--- config.mk ---
export PLATFORM = sky130hd
export DESIGN_NAME = gon_glb_writer
export DESIGN_NICKNAME = d
export VERILOG_FILES = /design/src/rtl/gon_glb_writer.sv
export SDC_FILE = /design/constraint.sdc
export NUM_CORES = 1
export LEC_CHECK = 0
export CORE_MARGIN = 5
export CORE_UTILIZATION = 45
export CTS_BUF_LIST = sky130_fd_sc_hd__clkbuf_16
export DETAILED_ROUTE_END_ITERATION = 10
export PLACE_DENSITY = 0.75
export SYNTH_ARGS = -nofsm -noshare
export SYNTH_HDL_FRONTEND = slang
export SYNTH_SLANG_ARGS = --single-unit
--- constraint.sdc ---
create_clock -name clk -period 5.7 [get_ports clk]
set_input_delay 0.57 -clock clk [delete_from_list [all_inputs] [get_ports clk]]
set_output_delay 0.57 -clock clk [all_outputs]
set_load 0.02 [all_outputs]
--- src/rtl/gon_glb_writer.sv ---
// Drains the global-output-network psum stream into GLB SRAM at base + n*stride,
// either overwriting or accumulating (read-modify-write) into the stored value.
module gon_glb_writer #(
  parameter int DATA_W = 32,
  parameter int ADDR_W = 12,
  parameter int CNT_W  = 16
) (
  input  logic              clk,
  input  logic              rst,
  input  logic              start,
  input  logic [ADDR_W-1:0] cfg_base,
  input  logic [ADDR_W-1:0] cfg_stride,
  input  logic [CNT_W-1:0]  cfg_count,
  input  logic              cfg_acc,
  input  logic              gon_valid,
  output logic              gon_ready,
  input  logic [DATA_W-1:0] gon_data,
  output logic              glb_re,
  output logic              glb_we,
  output logic [ADDR_W-1:0] glb_addr,
  output logic [DATA_W-1:0] glb_wdata,
  input  logic [DATA_W-1:0] glb_rdata,
  output logic              busy,
  output logic              done
);

  typedef enum logic [1:0] {
    S_IDLE,
    S_RECV,
    S_ACC,
    S_DONE
  } state_t;

  state_t              r_state;
  state_t              w_next;
  logic [ADDR_W-1:0]   r_addr;
  logic [ADDR_W-1:0]   r_stride;
  logic [CNT_W-1:0]    r_rem;
  logic                r_acc;
  logic [DATA_W-1:0]   r_hold;
  logic                w_hs;
  logic                w_last;

  // Psums accumulate modulo 2^DATA_W; overflow wraps silently.
  function automatic logic [DATA_W-1:0] acc_wrap(input logic [DATA_W-1:0] a,
                                                 input logic [DATA_W-1:0] b);
    return a + b;
  endfunction

  assign w_hs   = (r_state == S_RECV) && gon_valid;
  assign w_last = (r_rem == CNT_W'(1));

  always_comb begin
    w_next    = r_state;
    gon_ready = 1'b0;
    glb_re    = 1'b0;
    glb_we    = 1'b0;
    glb_addr  = '0;
    glb_wdata = '0;
    busy      = (r_state != S_IDLE);
    done      = 1'b0;
    case (r_state)
      S_IDLE: begin
        if (start) w_next = (cfg_count == '0) ? S_DONE : S_RECV;
      end
      S_RECV: begin
        gon_ready = 1'b1;
        if (w_hs) begin
          glb_addr = r_addr;
          if (r_acc) begin
            glb_re = 1'b1;
            w_next = S_ACC;
          end else begin
            glb_we    = 1'b1;
            glb_wdata = gon_data;
            w_next    = w_last ? S_DONE : S_RECV;
          end
        end
      end
      S_ACC: begin
        glb_we    = 1'b1;
        glb_addr  = r_addr;
        glb_wdata = acc_wrap(r_hold, glb_rdata);
        w_next    = w_last ? S_DONE : S_RECV;
      end
      S_DONE: begin
        done   = 1'b1;
        w_next = S_IDLE;
      end
      default: w_next = S_IDLE;
    endcase
  end

  always_ff @(posedge clk or posedge rst) begin
    if (rst) begin
      r_state  <= S_IDLE;
      r_addr   <= '0;
      r_stride <= '0;
      r_rem    <= '0;
      r_acc    <= 1'b0;
      r_hold   <= '0;
    end else begin
      r_state <= w_next;
      if (r_state == S_IDLE && start) begin
        r_addr   <= cfg_base;
        r_stride <= cfg_stride;
        r_rem    <= cfg_count;
        r_acc    <= cfg_acc;
      end
      // The address advances on the word's GLB write: RECV in overwrite, ACC in accumulate.
      if ((w_hs && !r_acc) || r_state == S_ACC) begin
        r_addr <= r_addr + r_stride;
        r_rem  <= r_rem - CNT_W'(1);
      end
      if (w_hs && r_acc) r_hold <= gon_data;
    end
  end

endmodule

# [After elaboration in Yosys (flattened, before gate mapping)]
# Index checks and enable logic that the tools add are counted.
[totals] mem_count=0 ramBits=0 latch_bits=0 regBits=75 mem_bits_ro=0 output_inout_bits=49
[op_classes] bitwise_logic=0 shift=0 eq_ne=6 multipliers=0 n_reduce_logical=11 add_sub_neg=3 n_lt_le_gt_ge=0 n_div=0 mux=23
[ops] cell="$mux 32" count=2
[ops] cell="$pmux 32 s2" count=1
[ops] cell="$mux 12" count=3
[ops] cell="$add 32x32->32" count=1
[ops] cell="$mux 16" count=2
[ops] cell="$pmux 12 s2" count=1
[ops] cell="$eq 16x1->1 const B" count=1
[ops] cell="$logic_not 16->1" count=1
[ops] cell="$sub 16x1->16 const B" count=1
[ops] cell="$add 12x12->12" count=1
[ops] cell="$mux 2" count=5
[ops] cell="$pmux 2 s4" count=1
[ops] cell="$mux 1" count=7
[ops] cell="$eq 2x2->1 const B" count=2
[ops] cell="$logic_and 1x1->1" count=4
[ops] cell="$ne 2x2->1 const B" count=2
[ops] cell="$reduce_bool 2->1" count=2
[ops] cell="$eq 2x1->1 const B" count=1
[ops] cell="$logic_not 2->1" count=1
[ops] cell="$pmux 1 s2" count=1
[ops] cell="$reduce_and 2->1" count=1
[ops] cell="$logic_not 1->1" count=1
[ops] cell="$logic_or 1x1->1" count=1

# [Logic depth before layout (Yosys ltp)]
# Gate-level depths: netlist (run 1).
[logic_depth] word_depth=5 ltp_mapped=12

# [Worst setup path before layout (run 1)]
# No wires, ideal clock.
[synth_path] path_kind="input -> output" start="input port glb_rdata[0]" end="output port glb_wdata[24]" slack_ns=1.979 path_stages=11 t_required_ns=5.130 arrival_ns=3.151 path_cell_list="ha_1 inv_1 fa_1 nand2b_1 a2111oi_2 o31ai_1 a21oi_2 o21ai_2 o21ai_2 nand2_1 o311ai_0"
[synth_between] elab_chain_cells=2
[synth_lines] item="start: declaration" line_no="22" rtl="input logic [DATA_W-1:0] glb_rdata,"
[synth_lines] item="$add 32x32->32" line_no="47" rtl="return a + b;"
[synth_lines] item="$pmux 32 s2" line_no="62" rtl="case (r_state)"
[synth_lines] item="end: declaration" line_no="21" rtl="output logic [DATA_W-1:0] glb_wdata,"
# Every way passes these cells.

# [Final worst setup path (run 1)]
[layout_path] start="input port glb_rdata[0]" end="output port glb_wdata[30]"
# Same word-level chain as after synthesis.

==> results.py, run 1 <==
metrics = {
    "timing": {
        "hold_slack_ns": 0.483,
        "fmax_ghz": 0.208,
        "finalMaxSlewViolations": 0,
        "rsz0062_at_grt": "false",
        "period_share": 0.844,
        "final.min_clock_period_ns": 4.81,
        "setup_slack_ns": 0.892,
        "setup-tns-final_ns": 0,
        "setup_viol": 0,
        "hold_violations": 0,
        "relSlewSlack": 0.289,
        "tightest_slew_ns": 1.07,
        "clock_skew_ns": 0.00637,
    },
    "placement": {
        "gp_congestion": 0.868,
        "pre_cts_ws_ns": 0.855,
        "dpl_cell_area_sq_um": 7700,
        "dpl.hpwl_mm": 12.4,
        "numPortBuffers": 157,
    },
    "layout": {
        "layout-drive-gt1-share": 0.0727,
        "diodes": 0,
        "final_common_cell": "clkdlybuf4s50_1",
        "syn_to_final_growth_pct": 32.9,
        "utilization": 0.607,
        "ff_latch_area_sq_um": 1880,
        "fin_area_sq_um": 7970,
        "layout_common_cells": "clkdlybuf4s50_1, nand2_1, dfrtp_1, a21oi_1, o21ai_0",
        "multi_input_area_sq_um": 3870,
        "layout.nets": 1036,
        "n_fill_cell": 1188,
    },
    "hold_path": {
        "min_path_cells": 2,
        "min_path_type": "reg -> reg",
        "min-delay-start": "r_stride[7]",
        "worstHoldEndpoint": "r_stride[7]",
    },
    "flow_run": {
        "max-cap-violations": 0,
    },
    "yosys": {
        "ys_warn_count": 0,
        "synth_edf_count": 0,
        "async_flop_share": 1.00,
        "ys.flop_type": "dfrtp_1",
        "synth_area_per_cell_sq_um": 8.17,
        "syn_nets": 894,
        "synth-seq-cells": 75,
        "yosysSeqAreaShare": 0.313,
        "netlist_area_sq_um": 6000,
        "netlist_instances": 734,
        "synth.distinct_cells": 64,
    },
    "worst_setup_path": {
        "reg2reg_setup_slack_ns": 2.86,
        "critPathMaxStageDelay_ns": 0.61,
        "path_max_fanout": 4,
        "path_buf_inv": 3,
        "startpoint_type": "primary input",
        "required_ns": 5.13,
        "end_kind": "output pin",
        "crit_arrival_ns": 4.24,
        "crit_type": "in -> out",
        "cp_cell_sequence": "clkdlybuf4s50_1, ha_1, inv_1, fa_1, nand2b_1, a2111oi_2, o31ai_1, a21oi_2, o21ai_2, o21ai_2, a31oi_1, or4b_1, nand4_1, clkdlybuf4s50_1",
        "r2r-end": "r_addr[11]",
        "r2r_cells": 6,
        "slowest_stage": "clkdlybuf4s50_1",
        "crit_family": "compound AO/OA/AOI/OAI gates",
        "reg2reg_from": "r_state[0]",
    },
    "pwr": {
        "max-vdd-ir-drop_v": 0.000293,
        "pwr_density_cell_nw_per_um2": 542,
        "leakagePower_nw": 3.36,
    },
    "clock_network": {
        "cts.clk_slew.worst_paths_ns": 0.06,
        "cts_buffer_depth": 2,
        "cts_made_buffers": 9,
        "cts_num_sinks": 75,
        "cts_tree": "done",
        "holdBufCountCts": 0,
        "cts_resized": 0,
        "ctsHtreeMaxLevel": 3,
        "postCtsSetupRepairBufs": 0,
        "clock_latency_ns": 0.34,
        "ctsRootBufferMaster": "clkbuf_16",
    },
    "global_routing": {
        "grt_pass1_wl_mm": 28.5,
        "first_global_vias": 5716,
        "grt_usage": 0.215,
        "antenna_found_initial": 0,
        "grt_max_degree": 40,
        "gr-total-overflow": 0,
    },
    "route": {
        "via_per_inst": 5.52,
        "wl_per_cell_microns": 15.9,
        "drtPass1Iterations": 5,
        "antenna_left": 0,
        "first_iter_violations": 339,
        "vias": 5825,
        "drc": 0,
        "routed_wirelength_mm": 16.8,
    },
    "floorplanning": {
        "core_area_sq_um": 13100,
        "dieArea_sq_um": 15700,
        "pin_count": 158,
        "initial_core_util": 0.457,
        "fp-row-count": 42,
        "die_x_microns": 125,
        "die_height_microns": 125,
    },
    "outcome": {
        "outcome": "complete, no violations",
    },
}
==> tightest hold or removal path: stages, from the launching register on <==
cell and delay (ns):
dfrtp_1 0.35, nand2_1 0.05, nand2_1 0.05
==> registers in the layout, summed over array words and instances, names as in the netlist <==
register / flops
r_acc: 1
r_addr: 12
r_hold: 32
r_rem: 16
r_state: 2
r_stride: 12
==> cell type report <==
type                            count  share of cell area
Inverter                           36              0.0170
Tap cell                          176              0.0276
Sequential cell                    75               0.235
Multi-Input combinational cell    593               0.485
Timing Repair Buffer              161               0.201
Clock buffer                        9              0.0283
Clock inverter                      6             0.00534
==> power by group <==
group          internal [W]  switching [W]
sequential         0.000795       0.000182
combinational       0.00126        0.00156
clock              0.000293       0.000237
total               0.00234        0.00198
==> Yosys cell counts, drive strengths merged (3+ instances only) <==
library cell  count  area, sq um
nor4              4         25.0
ha               49          613
o31ai             5         37.5
xor2             11         96.3
buf               4         17.5
a31oi            10         62.6
a211oi            5         37.5
a32oi             3         26.3
nor2b            18          113
nor2             44          165
o311ai            3         26.3
o22ai             4         25.0
a211o             3         26.3
o21ai            62          318
a2111oi           3         38.8
nand3            22          110
xnor2            16          140
nor3             18         90.1
o211ai            3         22.5
and2             17          106
clkbuf           26         98.8
a21boi            3         22.5
a22oi             9         67.6
a22o              3         26.3
a21o              9         67.6
nand2b            7         43.8
mux2             32          360
dfrtp            75         1880
a21oi            66          334
o21a              4         30.0
or3               6         37.5
nand4             6         37.5
nand2           112          420
and3              8         50.1
inv              36          135
==> routing by layer <==
metal | track usage | share of wire | wire (microns) | vias up
li1 | - | - | - | 2919
met1 | 0.294 | 0.47 | 7890 | 2734
met2 | 0.348 | 0.46 | 7750 | 153
met3 | 0.0563 | 0.057 | 957 | 19
met4 | 0.0408 | 0.012 | 202 | 0
met5 | 0 | 0 | 0 | -
==> how the worst max path moves through the flow <==
stage | end | startpoint | cells after the start | slack (ns)
3_3_place_gp | glb_wdata[30] | glb_rdata[0] | 14 | 0.91
4_1_cts | glb_wdata[30] | glb_rdata[0] | 14 | 0.86
6_report | glb_wdata[30] | glb_rdata[0] | 14 | 0.89
2_1_floorplan | glb_wdata[24] | glb_rdata[0] | 11 | 1.98
3_5_place_dp | glb_wdata[30] | glb_rdata[0] | 14 | 0.86
5_1_grt | glb_wdata[30] | glb_rdata[0] | 14 | 0.60
==> per-stage QoR <==
stage | cells | total power (W)
finish | 1056 | 0.00432
global route | 1056 | 0.00472
CTS | 1056 | 0.00434
detailed placement | 1041 | 0.00378
global placement | 1041 | 0.00374
floorplan | 734 | 0.00299
==> kinds of logic after synthesis <==
family,count (synthesis),share of synthesized area
XOR/XNOR,27,0.0394
AO/OA/AOI/OAI,208,0.219
adder cells (fa/ha/maj),51,0.109
AND/OR/NAND/NOR,273,0.215
multiplexers,34,0.0634
buffers and inverters,66,0.0419
flip-flops,75,0.313
Note: power is estimated with default switching activity, not from simulation.
==> run 2: changes to the inputs <==
- PLACE_DENSITY: 0.75 -> 0.78
- clock period: 5.7 -> 4.2 ns (I/O delays scaled with it)
==> run 2 against run 1 <==
  * Clock-buffer cell count unchanged
  * Total power up 44%
  * Setup slack worse by 0.71 ns
  * First-iteration DRC count down 9.7%
  * Sequential power up 36%
  * Critical path type unchanged
  * Highest routed layer unchanged
  * Critical path depth unchanged
==> results.py, run 2 (synthesis gave the netlist of run 1 again) <==
metrics = {
    "pwr": {
        "p_total_w": 0.00620,
        "pwr_density_cell_nw_per_um2": 749,
        "max-vdd-ir-drop_v": 0.000364,
        "leakagePower_nw": 3.70,
    },
    "layout": {
        "layout.nets": 1067,
        "layout_common_cells": "clkdlybuf4s50_1, nand2_1, dfrtp_1, a21oi_1, o21ai_0",
        "largest_reg_flops": 32,
        "reg_top3": "r_hold (32), r_rem (16)",
        "final_common_cell": "clkdlybuf4s50_1",
        "n_fill_cell": 1162,
        "layoutNonFillerInstCount": 1088,
        "diodes": 0,
        "layout-drive-gt1-share": 0.111,
        "regMostFlops": "r_hold",
        "syn_to_final_growth_pct": 38.1,
        "utilization": 0.630,
    },
    "route": {
        "wl_per_cell_microns": 16.1,
        "drtPass1Iterations": 5,
        "via_per_inst": 5.50,
        "antenna_left": 0,
        "first_iter_violations": 306,
        "vias": 5979,
        "drc": 0,
        "routed_wirelength_mm": 17.5,
    },
    "floorplanning": {
        "fp-row-count": 42,
        "dieArea_sq_um": 15700,
        "pin_count": 158,
        "die_x_microns": 125,
        "initial_core_util": 0.457,
        "core_area_sq_um": 13100,
        "die_height_microns": 125,
    },
    "worst_setup_path": {
        "startpoint_type": "primary input",
        "crit_arrival_ns": 3.60,
        "path_max_fanout": 3,
        "required_ns": 3.78,
        "crit_type": "in -> out",
        "end_kind": "output pin",
    },
    "timing": {
        "final.min_clock_period_ns": 4.02,
        "hold_slack_ns": 0.414,
        "hold_violations": 0,
        "tightest_slew_ns": 0.777,
        "fmax_ghz": 0.249,
        "relSlewSlack": 0.481,
        "clock_skew_ns": 0.00761,
        "finalMaxSlewViolations": 0,
        "period_share": 0.957,
        "setup_slack_ns": 0.181,
        "setup_viol": 0,
    },
    "clock_network": {
        "cts_tree": "done",
        "cts_num_sinks": 75,
        "clock_latency_ns": 0.34,
        "ctsHtreeMaxLevel": 3,
        "ctsRootBufferMaster": "clkbuf_16",
        "cts_buffer_depth": 2,
        "holdBufCountCts": 0,
        "cts.clk_slew.worst_paths_ns": 0.06,
        "cts_made_buffers": 9,
    },
    "global_routing": {
        "grt_max_degree": 33,
        "grt_usage": 0.218,
        "gr-total-overflow": 0,
        "first_global_vias": 5990,
        "grt_pass1_wl_mm": 28.6,
        "antenna_found_initial": 0,
    },
    "flow_run": {
        "max-cap-violations": 0,
    },
    "placement": {
        "dpl.hpwl_mm": 13.1,
        "gp_congestion": 0.881,
        "numPortBuffers": 157,
        "pre_cts_ws_ns": -0.163,
        "placedCellCount": 1071,
    },
    "outcome": {
        "outcome": "complete, no violations",
    },
    "hold_path": {
        "min_path_type": "in -> async",
    },
}
-- run 2: cell count changes in the layout (fill, tap and decap cells not counted), sizes merged --
cell / delta
dlymetal6s2s: +8
clkinv: -1
dlygate4sd2: +4
clkbuf: +3
clkdlybuf4s50: -15
bufinv: +2
buf: +31
-- run 2: report_power, final --
group | internal (W) | leakage [nW] | switching, W | total, W
registers | 0.00108 | 0.876 | 0.000246 | 0.00133
clock network | 0.000519 | 0.147 | 0.000325 | 0.000843
logic | 0.00184 | 2.67 | 0.00219 | 0.00403
-- run 2: area by class of cell --
| class | instances | area [sq um] | share of cell area |
|---|---|---|---|
| flip-flops and latches | 75 | 1880 | 0.227 |
| well taps | 176 | 220 | 0.0266 |
| clock buffers | 9 | 225 | 0.0272 |
| clock inverters | 7 | 91.3 | 0.0110 |
| inverters | 36 | 135 | 0.0163 |
| multi-input cells | 593 | 3900 | 0.471 |
| repair buffers | 192 | 1830 | 0.221 |
-- run 2: timing repair --
item | CTS | global route
endpoints found under the hold margin | 0 | 0
setup buffers | 0 | 1
gates resized for setup | 7 | 20
pin swaps | 1 | 4
setup endpoints to repair | 8 | 12
-- run 2: worst max-delay path, stage by stage --
cell and delay (ns):
clkdlybuf4s50_1 0.46, ha_1 0.16, inv_1 0.05, fa_1 0.38, nand2b_2 0.24, a2111oi_4 0.41
o31ai_2 0.14, a21oi_2 0.19, o21ai_2 0.11, o21ai_2 0.14, a31oi_1 0.12, or4b_1 0.47
nand4_1 0.13, clkbuf_2 0.18
-- run 2: per-layer routing --
metal	routed length (microns)	global-route usage
met1	7820	0.286
met2	8080	0.356
met3	1160	0.0542
met4	412	0.0670
met5	0	0
-- run 2: path summary, 6_finish.rpt --
check	slack, ns	end	depth (start not counted)	startpoint
setup / recovery	0.18	glb_wdata[30]	14	glb_rdata[0]
hold / removal	0.41	r_addr[2]	2	rst
setup reg to reg	1.52	r_addr[10]	12	r_addr[0]
hold reg to reg	0.49	r_stride[6]	2	r_stride[6]
max in group asynchronous	3.02	r_hold[16]	3	rst
min in group clk	0.49	r_stride[6]	2	r_stride[6]
-- run 2: per-stage QoR --
step           instance area, sq um  setup TNS, ns
2_1_floorplan                  6000              0
3_3_place_gp                   7930         -0.209
3_5_place_dp                   7930         -0.487
4_1_cts                        8240              0
5_1_grt                        8280        -0.0624
6_report                       8280              0
==> run 3: changes to the inputs <==
- SETUP_SLACK_MARGIN: unset -> 0.15
==> run 3 against run 2 <==
  * Final area grew 0.74%
  * Via count grew 0.74%
  * Clock skew about the same
  * Worst hold slack about the same
  * Sequential share of layout area shrank 0.17 points
  * Die area unchanged
  * Register-to-register slack is essentially flat
  * Non-clock buffer count grew 3
  * Wire length up 1.2%
  * First-iteration DRC count grew 22%
  * Utilization grew 0.47 points
  * Flip-flop and latch count stayed put
==> results.py, run 3 (synthesis gave the netlist of run 1 again) <==
metrics = {
    "outcome": {
        "outcome": "complete, no violations",
    },
    "timing": {
        "tightest_slew_ns": 0.769,
        "rsz0062_at_grt": "false",
        "hold_slack_ns": 0.414,
        "final.min_clock_period_ns": 3.92,
        "setup_viol": 0,
        "period_share": 0.933,
        "clock_skew_ns": 0.00769,
        "relSlewSlack": 0.486,
        "finalMaxSlewViolations": 0,
        "setup-tns-final_ns": 0,
        "fmax_ghz": 0.255,
        "hold_violations": 0,
    },
    "clock_network": {
        "cts_made_buffers": 9,
        "cts_buffer_depth": 2,
        "clock_latency_ns": 0.34,
        "holdBufCountCts": 0,
        "ctsHtreeMaxLevel": 3,
        "cts_num_sinks": 75,
        "cts_tree": "done",
        "ctsRootBufferMaster": "clkbuf_16",
        "cts.clk_slew.worst_paths_ns": 0.06,
    },
    "global_routing": {
        "gr-total-overflow": 0,
        "grt.busiest_layer": "met2",
        "first_global_vias": 6024,
        "grtUsageMet3": 0.0563,
        "grt_usage": 0.221,
        "grt_pass1_wl_mm": 28.9,
        "grtUsageMet1": 0.287,
        "grt_max_degree": 33,
        "antenna_found_initial": 0,
        "grt_use_met2": 0.362,
    },
    "floorplanning": {
        "dieArea_sq_um": 15700,
        "fp-row-count": 42,
        "core_area_sq_um": 13100,
        "die_x_microns": 125,
        "initial_core_util": 0.457,
        "pin_count": 158,
        "die_height_microns": 125,
    },
    "route": {
        "wl_per_cell_microns": 16.2,
        "drtPass1Iterations": 5,
        "first_iter_violations": 372,
        "drc": 0,
        "routed_wirelength_mm": 17.7,
        "vias": 6023,
        "via_per_inst": 5.52,
        "antenna_left": 0,
    },
    "worst_setup_path": {
        "crit_arrival_ns": 3.50,
        "path_max_fanout": 3,
        "required_ns": 3.78,
        "end_kind": "output pin",
        "startpoint_type": "primary input",
        "crit_type": "in -> out",
    },
    "layout": {
        "layout.nets": 1070,
        "utilization": 0.635,
        "layout-drive-gt1-share": 0.119,
        "n_fill_cell": 1150,
        "multi_input_area_sq_um": 3940,
        "layout_common_cells": "clkdlybuf4s50_1, nand2_1, dfrtp_1, a21oi_1, o21ai_0",
        "reg_top3": "r_hold (32), r_rem (16)",
        "final_common_cell": "clkdlybuf4s50_1",
        "diodes": 0,
        "regMostFlops": "r_hold",
        "syn_to_final_growth_pct": 39.1,
        "ff_latch_area_sq_um": 1880,
        "largest_reg_flops": 32,
    },
    "pwr": {
        "p_switching_w": 0.00279,
        "pwr-share-comb": 0.654,
        "p_total_w": 0.00627,
        "seq_power_share": 0.212,
        "leakagePower_nw": 3.65,
        "p_sw_frac": 0.445,
        "max-vdd-ir-drop_v": 0.000365,
        "p_int_w": 0.00348,
        "pwr_density_cell_nw_per_um2": 752,
        "clkPwrFrac": 0.135,
    },
    "placement": {
        "dpl.hpwl_mm": 13.1,
        "numPortBuffers": 157,
        "gp_congestion": 0.881,
    },
    "hold_path": {
        "min_path_type": "in -> async",
    },
    "flow_run": {
        "max-cap-violations": 0,
    },
}
-- run 3: changes by cell type in the layout (fill, tap and decap cells not counted), moves of 2 or more --
cell | before | now
dlygate4sd2_1 | 4 | 9
clkbuf_2 | 3 | 1
buf_4 | 35 | 38
dlymetal6s2s_1 | 8 | 3
-- run 3: area by class of cell --
type                       count  share of cell area
multi-input combinational    593               0.473
sequential                    75               0.225
timing repair buffer         195               0.222
clock buffer                   9              0.0270
tap                          176              0.0264
inverter                      36              0.0162
clock inverter                 7              0.0109
-- run 3: path summary, 6_finish.rpt --
| check | startpoint | end | slack, ns | depth (start not counted) |
|---|---|---|---|---|
| setup / recovery | glb_rdata[1] | glb_wdata[28] | 0.28 | 13 |
| hold / removal | rst | r_addr[2] | 0.41 | 2 |
| setup reg to reg | r_state[0] | r_addr[11] | 1.51 | 7 |
| hold reg to reg | r_stride[6] | r_stride[6] | 0.49 | 2 |
| max in group asynchronous | rst | r_hold[16] | 3.01 | 3 |
| min in group clk | r_stride[6] | r_stride[6] | 0.49 | 2 |
-- run 3: metal layers --
metal,wire [microns],vias to the layer above
met5,0,-
li1,-,2974
met4,380,0
met3,1220,27
met1,7880,2809
met2,8200,213
-- run 3: critical path, cell delays in order --
cell and delay (ns):
clkdlybuf4s50_1 0.50, inv_1 0.07, fa_2 0.34, nand2b_4 0.17
a2111oi_4 0.44, o31ai_4 0.10, a21oi_2 0.18, o21ai_2 0.10
or4_1 0.53, o211ai_1 0.16, buf_4 0.17, a41o_1 0.18
buf_6 0.12
-- run 3: repair_timing --
| item | in CTS | in global routing |
|---|---|---|
| endpoints found under the hold margin | 0 | 0 |
| resized for setup | 19 | 20 |
| pin swaps | 1 | 8 |
| buffers inserted | 1 | 3 |
| endpoints found under the setup margin | 15 | 15 |
-- run 3: power by group through the flow --
| stage | combinational, W | clock, W | sequential (W) |
|---|---|---|---|
| after floorplan | 0.00280 | 0 | 0.00126 |
| after global placement | 0.00391 | 0 | 0.00132 |
| after detailed placement | 0.00398 | 0 | 0.00133 |
| after CTS | 0.00402 | 0.000857 | 0.00132 |
| after global routing | 0.00455 | 0.000885 | 0.00137 |
| final | 0.00410 | 0.000845 | 0.00133 |
-- run 3: per-stage QoR --
step,cells,cell area (sq um),setup WS [ns]
3_5_place_dp,1071,7930,-0.163
3_3_place_gp,1071,7930,-0.130
4_1_cts,1088,8270,0.149
2_1_floorplan,734,6000,0.779
6_report,1091,8340,0.281
5_1_grt,1091,8340,0.168
